[src/rtl/simple_axi_write_master.sv]
`default_nettype none
// ============================================================================
// Module   : simple_axi_write_master
// Purpose  : Single-outstanding AXI4 write master. Takes a burst command and
//            a beat stream, issues one INCR burst of 4-byte beats on AW/W and
//            returns the B response upstream as a done pulse.
// Revision : 1.0 - initial release
// ============================================================================
module simple_axi_write_master #(
    parameter int C_AXI_ADDR_WIDTH = 32,
    parameter int C_AXI_DATA_WIDTH = 32
) (
    input  logic                          aclk,
    input  logic                          arstn,
    input  logic                          cmd_valid,
    output logic                          cmd_ready,
    input  logic [C_AXI_ADDR_WIDTH-1:0]   cmd_addr,
    input  logic [7:0]                    cmd_len,
    input  logic                          din_valid,
    output logic                          din_ready,
    input  logic [C_AXI_DATA_WIDTH-1:0]   din_data,
    input  logic [C_AXI_DATA_WIDTH/8-1:0] din_strb,
    output logic                          done,
    output logic [1:0]                    done_resp,
    output logic                          busy,
    output logic [C_AXI_ADDR_WIDTH-1:0]   axi_awaddr,
    output logic [7:0]                    axi_awlen,
    output logic                          axi_awvalid,
    input  logic                          axi_awready,
    output logic [C_AXI_DATA_WIDTH-1:0]   axi_wdata,
    output logic [C_AXI_DATA_WIDTH/8-1:0] axi_wstrb,
    output logic                          axi_wlast,
    output logic                          axi_wvalid,
    input  logic                          axi_wready,
    input  logic [1:0]                    axi_bresp,
    input  logic                          axi_bvalid,
    output logic                          axi_bready
);

    // Beats are fixed at 4 bytes, so any other data width is meaningless.
    generate
        if (C_AXI_DATA_WIDTH != 32) begin : g_width_check
            $error("simple_axi_write_master supports only C_AXI_DATA_WIDTH = 32");
        end
    endgenerate

    typedef enum logic [1:0] {
        S_IDLE = 2'd0,
        S_XFER = 2'd1,
        S_RESP = 2'd2,
        S_ERR  = 2'd3
    } state_t;

    state_t                        state_q, state_d;
    logic [C_AXI_ADDR_WIDTH-1:0]   awaddr_q, awaddr_d;
    logic [7:0]                    awlen_q, awlen_d;
    logic                          awvalid_q, awvalid_d;
    logic                          bready_q, bready_d;
    logic                          done_q, done_d;
    logic [1:0]                    done_resp_q, done_resp_d;
    logic                          busy_q, busy_d;
    logic [7:0]                    beat_cnt_q, beat_cnt_d;
    logic                          aw_done_q, aw_done_d;
    logic                          w_done_q, w_done_d;

    logic [C_AXI_ADDR_WIDTH-1:0]   addr_aligned;
    logic [9:0]                    beats;
    logic [12:0]                   burst_end;
    logic                          cross_4k;
    logic                          w_open;
    logic                          aw_hs;
    logic                          w_hs;
    logic                          last_hs;

    // Word-align the start address and test whether the burst leaves its 4 KB page.
    always_comb begin
        addr_aligned = cmd_addr & {{(C_AXI_ADDR_WIDTH-2){1'b1}}, 2'b00};
        beats        = {2'b00, cmd_len} + 10'd1;
        burst_end    = {1'b0, addr_aligned[11:0]} + {1'b0, beats, 2'b00};
        cross_4k     = (burst_end > 13'd4096);
    end

    // W channel is a direct pass-through while beats remain in the burst.
    always_comb begin
        w_open      = (state_q == S_XFER) && !w_done_q;
        axi_wvalid  = w_open && din_valid;
        din_ready   = w_open && axi_wready;
        axi_wdata   = din_data;
        axi_wstrb   = din_strb;
        axi_wlast   = w_open && (beat_cnt_q == awlen_q);
        aw_hs       = awvalid_q && axi_awready;
        w_hs        = axi_wvalid && axi_wready;
        last_hs     = w_hs && axi_wlast;
        // Held low during the done cycle so back-to-back commands start one cycle after done.
        cmd_ready   = (state_q == S_IDLE) && !done_q;
    end

    // Next-state and next-output computation for the burst controller.
    always_comb begin
        state_d     = state_q;
        awaddr_d    = awaddr_q;
        awlen_d     = awlen_q;
        awvalid_d   = awvalid_q;
        bready_d    = bready_q;
        done_d      = 1'b0;
        done_resp_d = done_resp_q;
        busy_d      = busy_q;
        beat_cnt_d  = beat_cnt_q;
        aw_done_d   = aw_done_q;
        w_done_d    = w_done_q;
        unique case (state_q)
            S_IDLE: begin
                if (cmd_valid && cmd_ready) begin
                    if (cross_4k) begin
                        state_d     = S_ERR;
                        done_d      = 1'b1;
                        done_resp_d = 2'b10;
                    end else begin
                        state_d    = S_XFER;
                        awvalid_d  = 1'b1;
                        awaddr_d   = addr_aligned;
                        awlen_d    = cmd_len;
                        busy_d     = 1'b1;
                        beat_cnt_d = 8'd0;
                        aw_done_d  = 1'b0;
                        w_done_d   = 1'b0;
                    end
                end
            end
            S_XFER: begin
                if (aw_hs) begin
                    awvalid_d = 1'b0;
                    aw_done_d = 1'b1;
                end
                if (w_hs) begin
                    if (axi_wlast) begin
                        beat_cnt_d = 8'd0;
                        w_done_d   = 1'b1;
                    end else begin
                        beat_cnt_d = beat_cnt_q + 8'd1;
                    end
                end
                // AW and the last W beat may complete in either order.
                if ((aw_done_q || aw_hs) && (w_done_q || last_hs)) begin
                    state_d   = S_RESP;
                    bready_d  = 1'b1;
                    aw_done_d = 1'b0;
                    w_done_d  = 1'b0;
                end
            end
            S_RESP: begin
                if (bready_q && axi_bvalid) begin
                    state_d     = S_IDLE;
                    done_d      = 1'b1;
                    done_resp_d = axi_bresp;
                    busy_d      = 1'b0;
                    bready_d    = 1'b0;
                end
            end
            S_ERR: begin
                state_d = S_IDLE;
            end
            default: begin
                state_d = S_IDLE;
            end
        endcase
    end

    // State and registered outputs; reset abandons any burst in flight.
    always_ff @(posedge aclk or negedge arstn) begin
        if (!arstn) begin
            state_q     <= S_IDLE;
            awaddr_q    <= '0;
            awlen_q     <= 8'd0;
            awvalid_q   <= 1'b0;
            bready_q    <= 1'b0;
            done_q      <= 1'b0;
            done_resp_q <= 2'b00;
            busy_q      <= 1'b0;
            beat_cnt_q  <= 8'd0;
            aw_done_q   <= 1'b0;
            w_done_q    <= 1'b0;
        end else begin
            state_q     <= state_d;
            awaddr_q    <= awaddr_d;
            awlen_q     <= awlen_d;
            awvalid_q   <= awvalid_d;
            bready_q    <= bready_d;
            done_q      <= done_d;
            done_resp_q <= done_resp_d;
            busy_q      <= busy_d;
            beat_cnt_q  <= beat_cnt_d;
            aw_done_q   <= aw_done_d;
            w_done_q    <= w_done_d;
        end
    end

    assign axi_awaddr  = awaddr_q;
    assign axi_awlen   = awlen_q;
    assign axi_awvalid = awvalid_q;
    assign axi_bready  = bready_q;
    assign done        = done_q;
    assign done_resp   = done_resp_q;
    assign busy        = busy_q;

endmodule
`default_nettype wire

[config.mk]
export PLATFORM = sky130hd
export DESIGN_NAME = simple_axi_write_master
export DESIGN_NICKNAME = d
export VERILOG_FILES = /design/src/rtl/simple_axi_write_master.sv
export SDC_FILE = /design/constraint.sdc
export NUM_CORES = 1
export LEC_CHECK = 0
export BUFFER_PORTS_ARGS = -buffer_cell sky130_fd_sc_hd__clkbuf_2
export CAP_MARGIN = 20
export CORE_AREA = 2 2 80 159
export CTS_BUF_LIST = sky130_fd_sc_hd__clkbuf_16
export DETAILED_ROUTE_END_ITERATION = 8
export DIE_AREA = 0 0 82 161
export SLEW_MARGIN = 40
export SYNTH_ARGS = -nofsm -noshare
export SYNTH_HDL_FRONTEND = slang
export SYNTH_SLANG_ARGS = --single-unit
[constraint.sdc]
create_clock -name aclk -period 1.8 [get_ports aclk]
set_clock_uncertainty 0.2 [all_clocks]
set_input_delay 0.09 -clock aclk [delete_from_list [all_inputs] [get_ports aclk]]
set_output_delay 0.09 -clock aclk [all_outputs]
set_load 0.01 [all_outputs]
## After elaboration in Yosys (flattened, before gate mapping)

Cells that the tools add are included.
Widths: inputs -> output; s select.

| cells by class | value |
|---|---|
| bitwise gates (word level) | 1 |
| multiplexer cells | 35 |
| $lt $le $gt $ge | 1 |
| equal/unequal tests | 14 |
| reductions and logical operators | 28 |
| $add $sub $neg | 3 |

Operators with widths:

| cell | number |
|---|---|
| $mux 8 | 4 |
| $reduce_and 4->1 | 5 |
| $pmux 8 s2 | 1 |
| $mux 1 | 15 |
| $mux 2 | 7 |
| $add 12x11->13 | 1 |
| $gt 13x13->1 const B | 1 |
| $pmux 1 s2 | 6 |
| $logic_and 1x1->1 | 11 |
| $ne 2x2->1 const B | 5 |
| $add 8x1->9 const B | 1 |
| $ne 3x2->1 const B | 3 |
| $reduce_and 3->1 | 3 |
| $add 8x1->8 const B | 1 |
| $eq 8x8->1 | 1 |
| $pmux 2 s4 | 1 |
| $reduce_bool 2->1 | 3 |
| $reduce_and 5->1 | 1 |
| $eq 2x2->1 const B | 2 |
| $ne 2x1->1 const B | 2 |
| $pmux 2 s2 | 1 |
| $eq 2x1->1 const B | 1 |
| $logic_not 1->1 | 2 |
| $logic_not 2->1 | 1 |
| 2 further kinds | 3 |

| storage, ports and cells | value |
|---|---|
| input bits | 85 |
| output and inout bits | 86 |
| register bits | 56 |
| logic and storage cells | 93 |

## Depth between registers and ports, before layout

| logic depth | value |
|---|---|
| word-level depth | 9 |
| gate-level depth with buffers | 13 |
| depth with buffers taken out | 12 |

## Worst setup path after synthesis

No wires, ideal clock.

| timing | value |
|---|---|
| path kind | input port to flip-flop |
| start | input cmd_len[0] |
| end | register awaddr_q[10], in the netlist axi_awaddr[10] |
| data arrival time | 2.446 ns |
| stages | 11 |
| slack | -0.971 ns |
| setup time | 0.125 ns |
| data required time | 1.475 ns |
| cell sequence | ha_1 > nand3_1 > xnor2_1 > ha_1 > or2_2 > a41oi_1 > mux2_2 > a41oi_2 > nor2_4 > buf_6 > mux2_4 |

| on the way | value |
|---|---|
| cells in the longest elaborated chain, start to end | 5 |

Ends and longest elaborated chain:

| what | RTL line | text |
|---|---|---|
| from (decl) | 18 | `input logic [7:0] cmd_len,` |
| $add 8x1->9 | 78 | `beats = {2'b00, cmd_len} + 10'd1;` |
| $add 12x11->13 | 79 | `burst_end = {1'b0, addr_aligned[11:0]} + {1'b0, beats, 2'b00};` |
| $gt 13x13->1 | 80 | `cross_4k = (burst_end > 13'd4096);` |
| $not 1->1 (no source line) | -- |  |
| $reduce_and 3->1 (no source line) | -- |  |
| to (signal assigned) | 185 | `awaddr_q <= awaddr_d;` |
| to (decl) | 55 | `logic [C_AXI_ADDR_WIDTH-1:0] awaddr_q, awaddr_d;` |

No other way between the ends.
A chain may end at the register's enable or synchronous reset.

## Final worst setup path

| timing | value |
|---|---|
| start | input cmd_len[2] |
| end | register awaddr_q[7], in the netlist axi_awaddr[7] |

The elaborated chain is that of the path after synthesis.

==> results.sh <==
export IMPL_p_leak_nw=2.72
export IMPL_vias_per_cell=4.44
export IMPL_synth_warnings=0
export IMPL_startpoint_type="primary input"
export IMPL_drtIter0Drc=102
export IMPL_die_x_um=82
export IMPL_synth_edf_count=0
export IMPL_h_tree_depth=2
export IMPL_clockBufferDepth=2
export IMPL_crit_arrival_ns=2.62
export IMPL_fmax_ghz=0.381
export IMPL_power_density_nw_per_um2=1160
export IMPL_fin_ws_ns=-0.828
export IMPL_cts_buffers=5
export IMPL_ys_ff_latch=56
export IMPL_drtAntennaViolNets=0
export IMPL_period_share=1.46
export IMPL_syn_to_final_growth_pct=65.5
export IMPL_synth_main_ff_cell="dfrtp_1"
export IMPL_diodes=0
export IMPL_timing_rr_start="axi_awlen[0]$_DFFE_PN0P_"
export IMPL_crit_type="primary input to register"
export IMPL_syn_inst=306
export IMPL_drc=0
export IMPL_crit_fanout=9
export IMPL_ios=171
export IMPL_status="finished with violations"
export IMPL_r2r_end="aw_done_q$_DFFE_PN0P_"
export IMPL_dr_pass1_iters=4
export IMPL_maxCapViolations=0
export IMPL_grt_start_max_net_pins=57
export IMPL_start_util=0.286
export IMPL_crit_start="cmd_len[2]"
export IMPL_rsz0062_at_grt="true"
export IMPL_dieArea_um2=13200
export IMPL_hold_depth=3
export IMPL_hold_violations=0
export IMPL_final_nets=615
export IMPL_clk_transition_reported_paths_ns=0.08
export IMPL_required_ns=1.79
export IMPL_drt_total_wl_um=9530
export IMPL_critPathMaxStageDelay_ns=0.53
export IMPL_rrSetupSlack_ns=-0.23
export IMPL_yosysSeqAreaShare=0.408
export IMPL_period_needed_ns=2.63
export IMPL_crit_path_end="axi_awaddr[7]$_DFFE_PN0P_"
export IMPL_whs_ns=0.0509
export IMPL_gr_usage_all_layers=0.143
export IMPL_path_cells="clkbuf_8 > buf_4 > xor2_1 > ha_2 > o21ai_2 > or4b_1 > o211ai_1 > nor3_2 > a41oi_4 > nor2_4 > buf_12 > clkbuf_16 > mux2_4"
export IMPL_fin_area_um2=5680
export IMPL_violations="negative setup slack"
export IMPL_fin_util=0.474
export IMPL_globalRoute_totalOverflow=0
export IMPL_fillers=1106
export IMPL_layout_drive_gt1_share=0.507
export IMPL_core_area_um2=12000
export IMPL_post_place_ws_ns=-1.27
export IMPL_setup_viol=57
export IMPL_synthesis_area_um2=3430
export IMPL_grt_pass1_vias=3041
export IMPL_grt_pass1_wl_um=14700
export IMPL_r2r_cells=8
export IMPL_place_congestion=0.838
export IMPL_die_h_um=161
export IMPL_synthArstFlopShare=1.00
export IMPL_slowest_stage="or4b_1"
export IMPL_clkSinkCount=56
export IMPL_clk_insertion_delay_late_ns=0.30
export IMPL_final_max_slew_viol_count=0
export IMPL_fin_tns_setup_ns=-42.08
export IMPL_dpl_cell_area_um2=4310
export IMPL_rows=57
export IMPL_hold_path_class="primary input to register"
export IMPL_antenna_found_initial=0
export IMPL_io_buffers=94
export IMPL_yosys_cell_types_count=46
export IMPL_dpl_hpwl_um=6020
export IMPL_tritoncts="done"
export IMPL_vias=2951
export IMPL_root_buffer="clkbuf_16"
export IMPL_ir_drop_mv=0.666
export IMPL_post_drt_wl_per_cell_um=14.3
export IMPL_synth_avg_cell_area_um2=11.2
export IMPL_cp_end_kind="register"
[how the worst min path moves through the flow]
stage                     startpoint                       end  slack, ns
after floorplan                arstn     aw_done_q$_DFFE_PN0P_      -0.41
after global placement         arstn   axi_awvalid$_DFFE_PN0P_      -0.08
after detailed placement       arstn   axi_awvalid$_DFFE_PN0P_      -0.08
after CTS                 cmd_len[3]  axi_awlen[3]$_DFFE_PN0P_       0.05
after global routing      cmd_len[3]  axi_awlen[3]$_DFFE_PN0P_       0.06
final                     cmd_len[3]  axi_awlen[3]$_DFFE_PN0P_       0.05
[layout make-up]
| cell class | count | area (um^2) | share of cell area |
|---|---|---|---|
| Multi-Input combinational cell | 200 | 1920 | 0.339 |
| Clock inverter | 3 | 42.5 | 0.00749 |
| Timing Repair Buffer | 246 | 1980 | 0.348 |
| Sequential cell | 56 | 1400 | 0.247 |
| Inverter | 7 | 26.3 | 0.00463 |
| Tap cell | 147 | 184 | 0.0324 |
| Clock buffer | 5 | 125 | 0.0220 |
[logic make-up (layout without fill, tap and decap cells)]
| group | count (synthesis) | after routing | share of synthesized area |
|---|---|---|---|
| AND/OR/NAND/NOR | 80 | 80 | 0.118 |
| flip-flops | 56 | 56 | 0.408 |
| buffers and inverters | 51 | 261 | 0.106 |
| AO/OA/AOI/OAI | 43 | 43 | 0.0864 |
| multiplexers | 41 | 41 | 0.176 |
| XOR/XNOR | 20 | 20 | 0.0510 |
| adder cells (fa/ha/maj) | 14 | 14 | 0.0532 |
| other | 1 | 2 | 0.00109 |
[through the flow]
stage	std cells	total power, mW
floorplan	307	3.90
global placement	564	4.96
detailed placement	564	5.00
CTS	658	6.45
global route	664	7.06
finish	664	6.62
[Yosys cell counts (2+ instances only)]
cell / instances / area (um^2)
a211oi_2: 2 / 25.0
a21o_1: 5 / 37.5
a21oi_1: 5 / 25.0
a31oi_1: 2 / 12.5
and2_1: 6 / 37.5
and3_1: 4 / 25.0
buf_4: 38 / 285
buf_6: 4 / 45.0
dfrtp_1: 56 / 1400
ha_1: 13 / 163
inv_1: 7 / 26.3
mux2_2: 2 / 22.5
mux2_4: 38 / 571
nand2_1: 21 / 78.8
nand2b_1: 5 / 31.3
nand3_1: 8 / 40.0
nor2_1: 17 / 63.8
nor2b_1: 4 / 25.0
nor3_1: 4 / 20.0
nor3b_1: 2 / 15.0
nor4_1: 2 / 12.5
o21ai_0: 13 / 65.1
o21ai_1: 2 / 10.0
o22ai_1: 3 / 18.8
or2_2: 4 / 25.0
xnor2_1: 8 / 70.1
xor2_1: 12 / 105
[power by group]
| group | internal, mW | switching, mW | total, mW |
|---|---|---|---|
| sequential | 1.80 | 0.359 | 2.16 |
| combinational | 1.92 | 1.39 | 3.32 |
| clock | 0.656 | 0.483 | 1.14 |
| total | 4.38 | 2.24 | 6.62 |
[timing repair]
action,4_1_cts,5_1_grt
endpoints found under the setup margin,57,59
hold buffers,78,0
gates resized for setup,39,20
pin swaps,14,13
setup buffers,8,3
cloned,0,3
hold endpoints to repair,133,0
[sequential cells by signal, summed over array words and instances (netlist names)]
| signal | cells |
|---|---|
| aw_done_q | 1 |
| axi_awaddr | 30 |
| axi_awlen | 8 |
| axi_awvalid | 1 |
| axi_bready | 1 |
| beat_cnt_q | 8 |
| busy | 1 |
| done | 1 |
| done_resp | 2 |
| state_q | 2 |
| w_done_q | 1 |
[routing by layer]
layer	part of all wire	GRT usage
met1	0.41	0.179
met2	0.52	0.240
met3	0.046	0.0263
met4	0.018	0.0500
met5	0	0
[critical path: cells and delay by family]
family	cells	cell delay, ns
XOR/XNOR	1	0.17
AND/OR/NAND/NOR	3	0.67
adder cells (fa/ha/maj)	1	0.35
multiplexers	1	0.30
buffers and inverters	4	0.59
AO/OA/AOI/OAI	3	0.44
[layout by cell type, fill, tap and decap left out, drive strengths merged, types with 2 or more instances in the layout]
cell / count
and2: 6
nand2: 21
xor2: 12
inv: 7
nor2b: 4
xnor2: 8
a211oi: 3
a41oi: 2
or2: 4
o21ai: 15
nor4: 2
a21o: 5
buf: 74
conb: 2
dlygate4sd3: 78
nand3: 8
o22ai: 3
mux2: 40
and3: 4
a21oi: 5
a31oi: 2
nand2b: 5
clkbuf: 99
nor3: 4
nor3b: 2
o211ai: 2
nor2: 18
dfrtp: 56
ha: 13
Note: power is estimated with default switching activity, not from simulation.
